[src/rtl/sync_fifo_rd_ctrl_pkg.sv]
// Shared types and build-time defaults for the synchronous FIFO read side.
// FIFO_DEPTH / DATA_WIDTH macros may be predefined by the build to override defaults.
`ifndef FIFO_DEPTH
`define FIFO_DEPTH 16
`endif
`ifndef DATA_WIDTH
`define DATA_WIDTH 32
`endif

package sync_fifo_rd_ctrl_pkg;

    localparam int unsigned FIFO_DEPTH_DEF = `FIFO_DEPTH;
    localparam int unsigned DATA_WIDTH_DEF = `DATA_WIDTH;
    localparam int unsigned CNT_WIDTH      = 32;

    // Output buffer occupancy: out reg only, or out reg plus skid reg.
    typedef enum logic [1:0] {
        OCC_EMPTY = 2'd0,
        OCC_ONE   = 2'd1,
        OCC_TWO   = 2'd2
    } occ_e;

    function automatic logic [1:0] occ_count(input occ_e occ);
        return 2'(occ);
    endfunction

endpackage

[src/rtl/sync_fifo_out_skid.sv]
// Two-entry registered output buffer (out reg + skid reg) with valid/ready handshake.
// Capacity is guaranteed by the issuer; a return never arrives while both entries are held without a pop.
module sync_fifo_out_skid
    import sync_fifo_rd_ctrl_pkg::*;
#(
    parameter int unsigned DATA_WIDTH = DATA_WIDTH_DEF
) (
    input  logic                  clk,
    input  logic                  reset_n,
    input  logic                  wr_vld,
    input  logic [DATA_WIDTH-1:0] wr_data,
    input  logic                  i_ready_m,
    output occ_e                  occ,
    output logic                  o_valid_m,
    output logic [DATA_WIDTH-1:0] o_data_m
);

    occ_e                  occ_q;
    logic [DATA_WIDTH-1:0] out_q;
    logic [DATA_WIDTH-1:0] skid_q;
    logic                  pop_c;

    assign pop_c = (occ_q != OCC_EMPTY) & i_ready_m;

    // Occupancy FSM; a return lands in the out reg whenever it is free after this edge's pop.
    always_ff @(posedge clk or negedge reset_n) begin
        if (!reset_n) begin
            occ_q  <= OCC_EMPTY;
            out_q  <= '0;
            skid_q <= '0;
        end else begin
            case (occ_q)
                OCC_EMPTY: begin
                    if (wr_vld) begin
                        out_q <= wr_data;
                        occ_q <= OCC_ONE;
                    end
                end
                OCC_ONE: begin
                    if (wr_vld && pop_c) begin
                        out_q <= wr_data;
                    end else if (wr_vld) begin
                        skid_q <= wr_data;
                        occ_q  <= OCC_TWO;
                    end else if (pop_c) begin
                        occ_q <= OCC_EMPTY;
                    end
                end
                OCC_TWO: begin
                    if (pop_c) begin
                        out_q <= skid_q;
                        if (wr_vld) begin
                            skid_q <= wr_data;
                        end else begin
                            occ_q <= OCC_ONE;
                        end
                    end
                end
                default: occ_q <= OCC_EMPTY;
            endcase
        end
    end

    assign occ       = occ_q;
    assign o_valid_m = (occ_q != OCC_EMPTY);
    assign o_data_m  = out_q;

endmodule

[src/rtl/sync_fifo_rd_ctrl.sv]
// Read-side controller of the synchronous FIFO: read pointer, memory read issue and output buffering.
// Optional build macro SYNC_FIFO_RD_CNT_EN adds a free-running 32-bit pop counter on o_rd_cnt.
module sync_fifo_rd_ctrl
    import sync_fifo_rd_ctrl_pkg::*;
#(
    parameter  int unsigned FIFO_DEPTH = FIFO_DEPTH_DEF,
    parameter  int unsigned DATA_WIDTH = DATA_WIDTH_DEF,
    localparam int unsigned ADDR_WIDTH = $clog2(FIFO_DEPTH)
) (
    input  logic                  clk,
    input  logic                  reset_n,
    input  logic [ADDR_WIDTH:0]   i_wr_addr,
    output logic [ADDR_WIDTH:0]   o_rd_addr,
    output logic                  o_mem_rd_en,
    output logic [ADDR_WIDTH-1:0] o_mem_rd_addr,
    input  logic [DATA_WIDTH-1:0] i_mem_rd_data,
    output logic                  o_valid_m,
    input  logic                  i_ready_m,
    output logic [DATA_WIDTH-1:0] o_data_m,
    output logic                  o_mem_empty,
    output logic [ADDR_WIDTH+1:0] o_level
`ifdef SYNC_FIFO_RD_CNT_EN
    ,
    output logic [CNT_WIDTH-1:0]  o_rd_cnt
`endif
);

    localparam int unsigned PTR_W = ADDR_WIDTH + 1;
    localparam int unsigned LVL_W = ADDR_WIDTH + 2;

    logic [PTR_W-1:0] rd_addr_q;
    logic             infl_q;
    logic [PTR_W-1:0] mcnt_c;
    logic [2:0]       budget_c;
    logic             pop_c;
    logic             issue_c;
    occ_e             occ;

    assign mcnt_c   = i_wr_addr - rd_addr_q;
    assign pop_c    = o_valid_m & i_ready_m;
    assign budget_c = 3'(occ_count(occ)) + 3'(infl_q);
    // Issue only if buffered + in-flight words, after this pop, leave room for one more.
    assign issue_c  = (mcnt_c != '0) && (budget_c <= (3'd1 + 3'(pop_c)));

    always_ff @(posedge clk or negedge reset_n) begin
        if (!reset_n) begin
            rd_addr_q <= '0;
            infl_q    <= 1'b0;
        end else begin
            infl_q <= issue_c;
            if (issue_c) begin
                rd_addr_q <= rd_addr_q + PTR_W'(1);
            end
        end
    end

    sync_fifo_out_skid #(
        .DATA_WIDTH (DATA_WIDTH)
    ) u_out_skid (
        .clk       (clk),
        .reset_n   (reset_n),
        .wr_vld    (infl_q),
        .wr_data   (i_mem_rd_data),
        .i_ready_m (i_ready_m),
        .occ       (occ),
        .o_valid_m (o_valid_m),
        .o_data_m  (o_data_m)
    );

    assign o_rd_addr     = rd_addr_q;
    assign o_mem_rd_en   = issue_c;
    assign o_mem_rd_addr = rd_addr_q[ADDR_WIDTH-1:0];
    assign o_mem_empty   = (i_wr_addr == rd_addr_q);
    assign o_level       = LVL_W'(mcnt_c) + LVL_W'(infl_q) + LVL_W'(occ_count(occ));

`ifdef SYNC_FIFO_RD_CNT_EN
    logic [CNT_WIDTH-1:0] rd_cnt_q;

    always_ff @(posedge clk or negedge reset_n) begin
        if (!reset_n) begin
            rd_cnt_q <= '0;
        end else if (pop_c) begin
            rd_cnt_q <= rd_cnt_q + 32'd1;
        end
    end

    assign o_rd_cnt = rd_cnt_q;
`endif

endmodule
[config.mk]
export PLATFORM = sky130hd
export DESIGN_NAME = sync_fifo_rd_ctrl
export DESIGN_NICKNAME = d
export VERILOG_FILES = /design/src/rtl/sync_fifo_rd_ctrl_pkg.sv /design/src/rtl/sync_fifo_out_skid.sv /design/src/rtl/sync_fifo_rd_ctrl.sv
export SDC_FILE = /design/constraint.sdc
export NUM_CORES = 1
export LEC_CHECK = 0
export ABC_AREA = 1
export BUFFER_PORTS_ARGS = -buffer_cell sky130_fd_sc_hd__buf_2
export CORE_ASPECT_RATIO = 0.5
export CORE_MARGIN = 4
export CORE_UTILIZATION = 53
export DETAILED_ROUTE_END_ITERATION = 10
export PLACE_DENSITY = 0.83
export SYNTH_ARGS = -nofsm -noshare
export SYNTH_HDL_FRONTEND = slang
export SYNTH_SLANG_ARGS = --single-unit
[constraint.sdc]
create_clock -name clk -period 2.7 [get_ports clk]
set_input_delay 0.405 -clock clk [delete_from_list [all_inputs] [get_ports clk]]
set_output_delay 0.405 -clock clk [all_outputs]
set_load 0.03 [all_outputs]
After elaboration in Yosys (flattened, before gate mapping)
Cells that the tools add are included.

Bits in registers: 72. Word-level logic and storage cells: 47. Output and inout port bits: 50. Input port bits: 40.

Magnitude comparators: 1. Bitwise logic cells: 1. Multiplexer cells: 15. Add/sub/neg operators: 6. Reductions and logical operators: 10. Equal/unequal tests: 9.

Operators with widths (number): 32-bit 2-to-1 mux (6); 32-bit case mux with 3 select lines (1); 32-bit case mux with 2 select lines (1); 2-bit 2-to-1 mux (6); 2-bit != test (second input constant) (4); 5-bit by 1-bit adder with 6-bit output (1); 6-bit by 2-bit adder with 6-bit output (1); 2-bit case mux with 3 select lines (1); 5-bit by 1-bit adder with 5-bit output (second input constant) (1); 5-bit == test (1); 5-bit AND reduction (1); 5-bit nonzero test (1); 5-bit subtractor (1); 4-bit AND reduction (1); 2-bit nonzero test (2); 2-bit by 1-bit adder with 3-bit output (1); 3-bit by 2-bit <= comparator with 1-bit output (1); 3-bit != test (second input constant) (1); 3-bit AND reduction (1); 3-bit nonzero test (1); 1-bit by 1-bit adder with 2-bit output (first input constant) (1); 2-bit by 1-bit == test with 1-bit output (second input constant) (1); 2-bit == test (second input constant) (1); 1-bit logical AND (2); other kinds (3) (3).

Depth between registers and ports, before layout
Depth in word-level cells: 6. Depth in mapped cells: 13. Depth with buffers taken out: 13.

Hierarchy
A second synthesis with hierarchy kept.

Cells, all modules: 505. Area total of the unflattened synthesis: 3916.3 µm².

By module, submodules not included: sync_fifo_out_skid (seq. area each 1651.6 µm², area an instance 3155.5 µm², cells an instance 402, times used 1); sync_fifo_rd_ctrl (seq. area each 150.1 µm², area an instance 760.7 µm², cells an instance 103, times used 1).

Least setup slack after synthesis
Ideal clock, no wire load.

Path kind: flip-flop to output port. Start point: register rd_addr_q[0], in the netlist o_rd_addr[0]. End point: output o_level[4]. Stages on the path, launching flop included: 9. Data required time: 2.295 ns. Setup slack: -0.131 ns. Arrival time: 2.426 ns. Buffers on the path: 0. Cell sequence: dfrtp_1 ha_1 inv_1 fa_1 inv_1 fa_1 nor2_1 nand2_1 xor2_1.

Longest elaborated chain between the ends: 3.

RTL lines: from (decl) (RTL line sync_fifo_rd_ctrl.sv:31) `logic [PTR_W-1:0] rd_addr_q;`; from (signal assigned) (RTL line sync_fifo_rd_ctrl.sv:52) `rd_addr_q <= rd_addr_q + PTR_W'(1);`; 5-bit subtractor (RTL line sync_fifo_rd_ctrl.sv:39) `assign mcnt_c = i_wr_addr - rd_addr_q;`; 5-bit by 1-bit adder with 6-bit output (RTL line sync_fifo_rd_ctrl.sv:74) `assign o_level = LVL_W'(mcnt_c) + LVL_W'(infl_q) + LVL_W'(occ_count(occ));`; 6-bit by 2-bit adder with 6-bit output (RTL line sync_fifo_rd_ctrl.sv:74); to (decl) (RTL line sync_fifo_rd_ctrl.sv:21) `output logic [ADDR_WIDTH+1:0] o_level`.

No other way between the ends.

Final worst setup path
Same ends and word-level chain as after synthesis.

==> metrics <==
top post-synthesis cells by area=dfrtp_1, mux2_4, nand2_1; adder-cell share of the synthesized area=0.0530; Compound-Gate Fraction of Synth Area=0.0668; Final Slew Violations=0; failing checks=negative setup slack; Die Y=approximately 67 microns; Seq/Total Area, Yosys=0.496; Syn Nets=about 420; n_diodes=0; Yosys warning total=0; first-pass GRT wire length=13300 microns; outcome=complete, but fails checks; PD cells=~1600 nW/um^2; 1st-iter DRT viols=roughly 150; Syn Std Cell Area=between 3000 and 4000 sq um; Worst Path Arrival=approximately 2.3 ns; critical path startpoint category=flip-flop; GRT Total Usage=0.201; area of the multi-input gates=approximately 1700 sq um; Area Overhead vs Synth=26.3%; DR vias=roughly 2800; CP max FO=2; Worst-Margin Slew=0.627 ns; GPL Wtd Cong=between 0.8 and 0.9; Core Box Area=roughly 6700 sq um; setup TNS=-0.0223 ns; asr flop ratio synth=1.00; mux cell area share after synthesis=0.130; I/O Pins=90; skew final=approximately 0.0038 ns; CP Class=flip-flop to output pin; required time of the worst setup path=around 2.3 ns; row cnt=21; Syn Area/Cell=10.0 sq um; Unique masters post-synth=28; fin nets=just over 500; post-synth top area share=0.496; xor/xnor cell area share of the yosys netlist=0.0145; hpwl dp=around 5400 microns; main combinational cell family by area after synthesis=simple AND/OR/NAND/NOR gates; Syn Inst Count=~360; Max transition margin=0.582; Sequential Area=approximately 1800 sq um; Post-DRT Antenna Nets=0; final WL=7980 microns; Num Clock Sinks=72; die span in x=approximately 130 microns; largest net degree at the start of global routing=37; Finished Core Util=0.688; Post-synth EDFFs=0; vias in the first global route=between 2000 and 3000; Reg clk slew, reported paths=about 0.060 ns; CTS HTree Levels=3; layout cells sized above 1=0.373; Setup violations, final=1; Final min period=about 2.7 ns; initial antenna violation count=0; Synth area leader=dfrtp_1; filler cell count=about 540; CTS Buffer Depth=2; commonest cells after routing, fill and taps aside=nand2_1, buf_2, dfrtp_1, nor2_1, a31oi_1; final count of hold timing violations=0; commonest non-fill, non-tap cell in the layout=nand2_1; vias per inst=around 5.1; routed length per placed instance=14.4 microns; Skew-Pair Late Insertion Delay=between 0.3 and 0.4 ns; grt ovf=0; CP Capture Type=output pin; Max-cap violations=0; top_reg_cell synth=dfrtp_1; #FFs+latches synth=approximately 70; total CTS buffers=9; Hold WC Path Type=input port to async pin; TritonCTS clock tree=built; Worst VDD drop=between 1.5 and 2 mV; CTS Root Cell=clkbuf_16; Port Buf Inserts=between 80 and 90; FMAX=between 300 and 400 MHz; Initial Util=0.545; P_leak=approximately 2.4 nW; period utilization=1.01; DRC viols=0; Synth Area in Simple Gates=0.175; RSZ-0062 raised after global routing=true; setup slack after layout=-0.0223 ns; Initial DRT Pass Iterations=4; die footprint=approximately 8300 sq um
cell usage after synthesis, types with 6 or more instances:
cell,number
a31oi_1,32
buf_2,7
buf_6,6
dfrtp_1,72
ha_1,9
inv_1,23
mux2_4,30
nand2_1,94
nand3_1,11
nor2_1,40
routing by layer:
metal	part of all wire	track usage	up-vias	routed length, microns
li1	-	-	1382	-
met1	0.44	0.246	1370	3520
met2	0.50	0.346	64	3960
met3	0.049	0.0616	12	388
met4	0.015	0.0703	0	120
met5	0	0	-	0
power by group:
group          internal (mW)  switching [mW]  total [mW]
registers               1.65           0.331        1.98
logic                   1.74            2.51        4.25
clock network          0.837           0.436        1.27
worst paths after layout:
path                                                   start                                  to  slack, ns  cells past startpoint
setup / recovery                    o_rd_addr[0]$_DFFE_PN0P_                          o_level[4]      -0.02                      9
hold / removal                                       reset_n  u_out_skid.o_data_m[7]$_DFFE_PN0P_       0.04                      1
setup reg to reg               u_out_skid.occ[0]$_DFFE_PN0P_            o_rd_addr[2]$_DFFE_PN0P_       0.53                     11
hold reg to reg            u_out_skid.skid_q[31]$_DFFE_PN0P_   u_out_skid.skid_q[31]$_DFFE_PN0P_       0.50                      1
max in group asynchronous                            reset_n       u_out_skid.occ[0]$_DFFE_PN0P_       1.89                      2
min in group clk                           i_mem_rd_data[29]   u_out_skid.skid_q[29]$_DFFE_PN0P_       0.32                      2
layout make-up:
cell class / instances / area share
Clock buffer: 12 / 0.0537
Clock inverter: 4 / 0.0169
Inverter: 26 / 0.0213
Multi-Input combinational cell: 246 / 0.360
Sequential cell: 72 / 0.393
Tap cell: 92 / 0.0251
Timing Repair Buffer: 104 / 0.130
kinds of logic (layout without fill, tap and decap cells):
logic type               Yosys count  after routing
multiplexers                      32             32
buffers and inverters             45            146
AND/OR/NAND/NOR                  155            155
XOR/XNOR                           6              6
flip-flops                        72             72
adder cells (fa/ha/maj)           13             13
AO/OA/AOI/OAI                     40             40
timing repair:
| action | 4_1_cts | 5_1_grt |
|---|---|---|
| endpoints found under the setup margin | 5 | 6 |
| pin swaps | 2 | 5 |
| buffers inserted | 1 | 1 |
| hold buffers | 0 | 0 |
| gates resized for setup | 10 | 10 |
registers in the layout, indices dropped and copies added, names as in the netlist:
register             cells
infl_q                   1
o_rd_addr                5
u_out_skid.o_data_m     32
u_out_skid.occ           2
u_out_skid.skid_q       32
worst max-delay path: stages (launching register included):
cell and delay (ns):
dfrtp_1 0.36, ha_2 0.18, inv_2 0.04, fa_1 0.51
inv_2 0.05, fa_2 0.35, nor2_1 0.11, nand2_1 0.08
xor2_2 0.15, buf_6 0.14
metrics by stage:
stage	cell area (sq um)	hold slack [ns]	setup slack, ns	power, mW	instances
after global routing	4590	0.0634	-0.137	8.03	556
final	4590	0.0364	-0.0223	7.50	556
after floorplan	3660	0.109	-0.0287	4.93	363
after CTS	4550	0.0405	0.00112	7.39	555
after global placement	4190	0.386	0.113	5.82	538
after detailed placement	4190	0.391	0.0619	5.94	538
(Power assumes the default switching activity.)
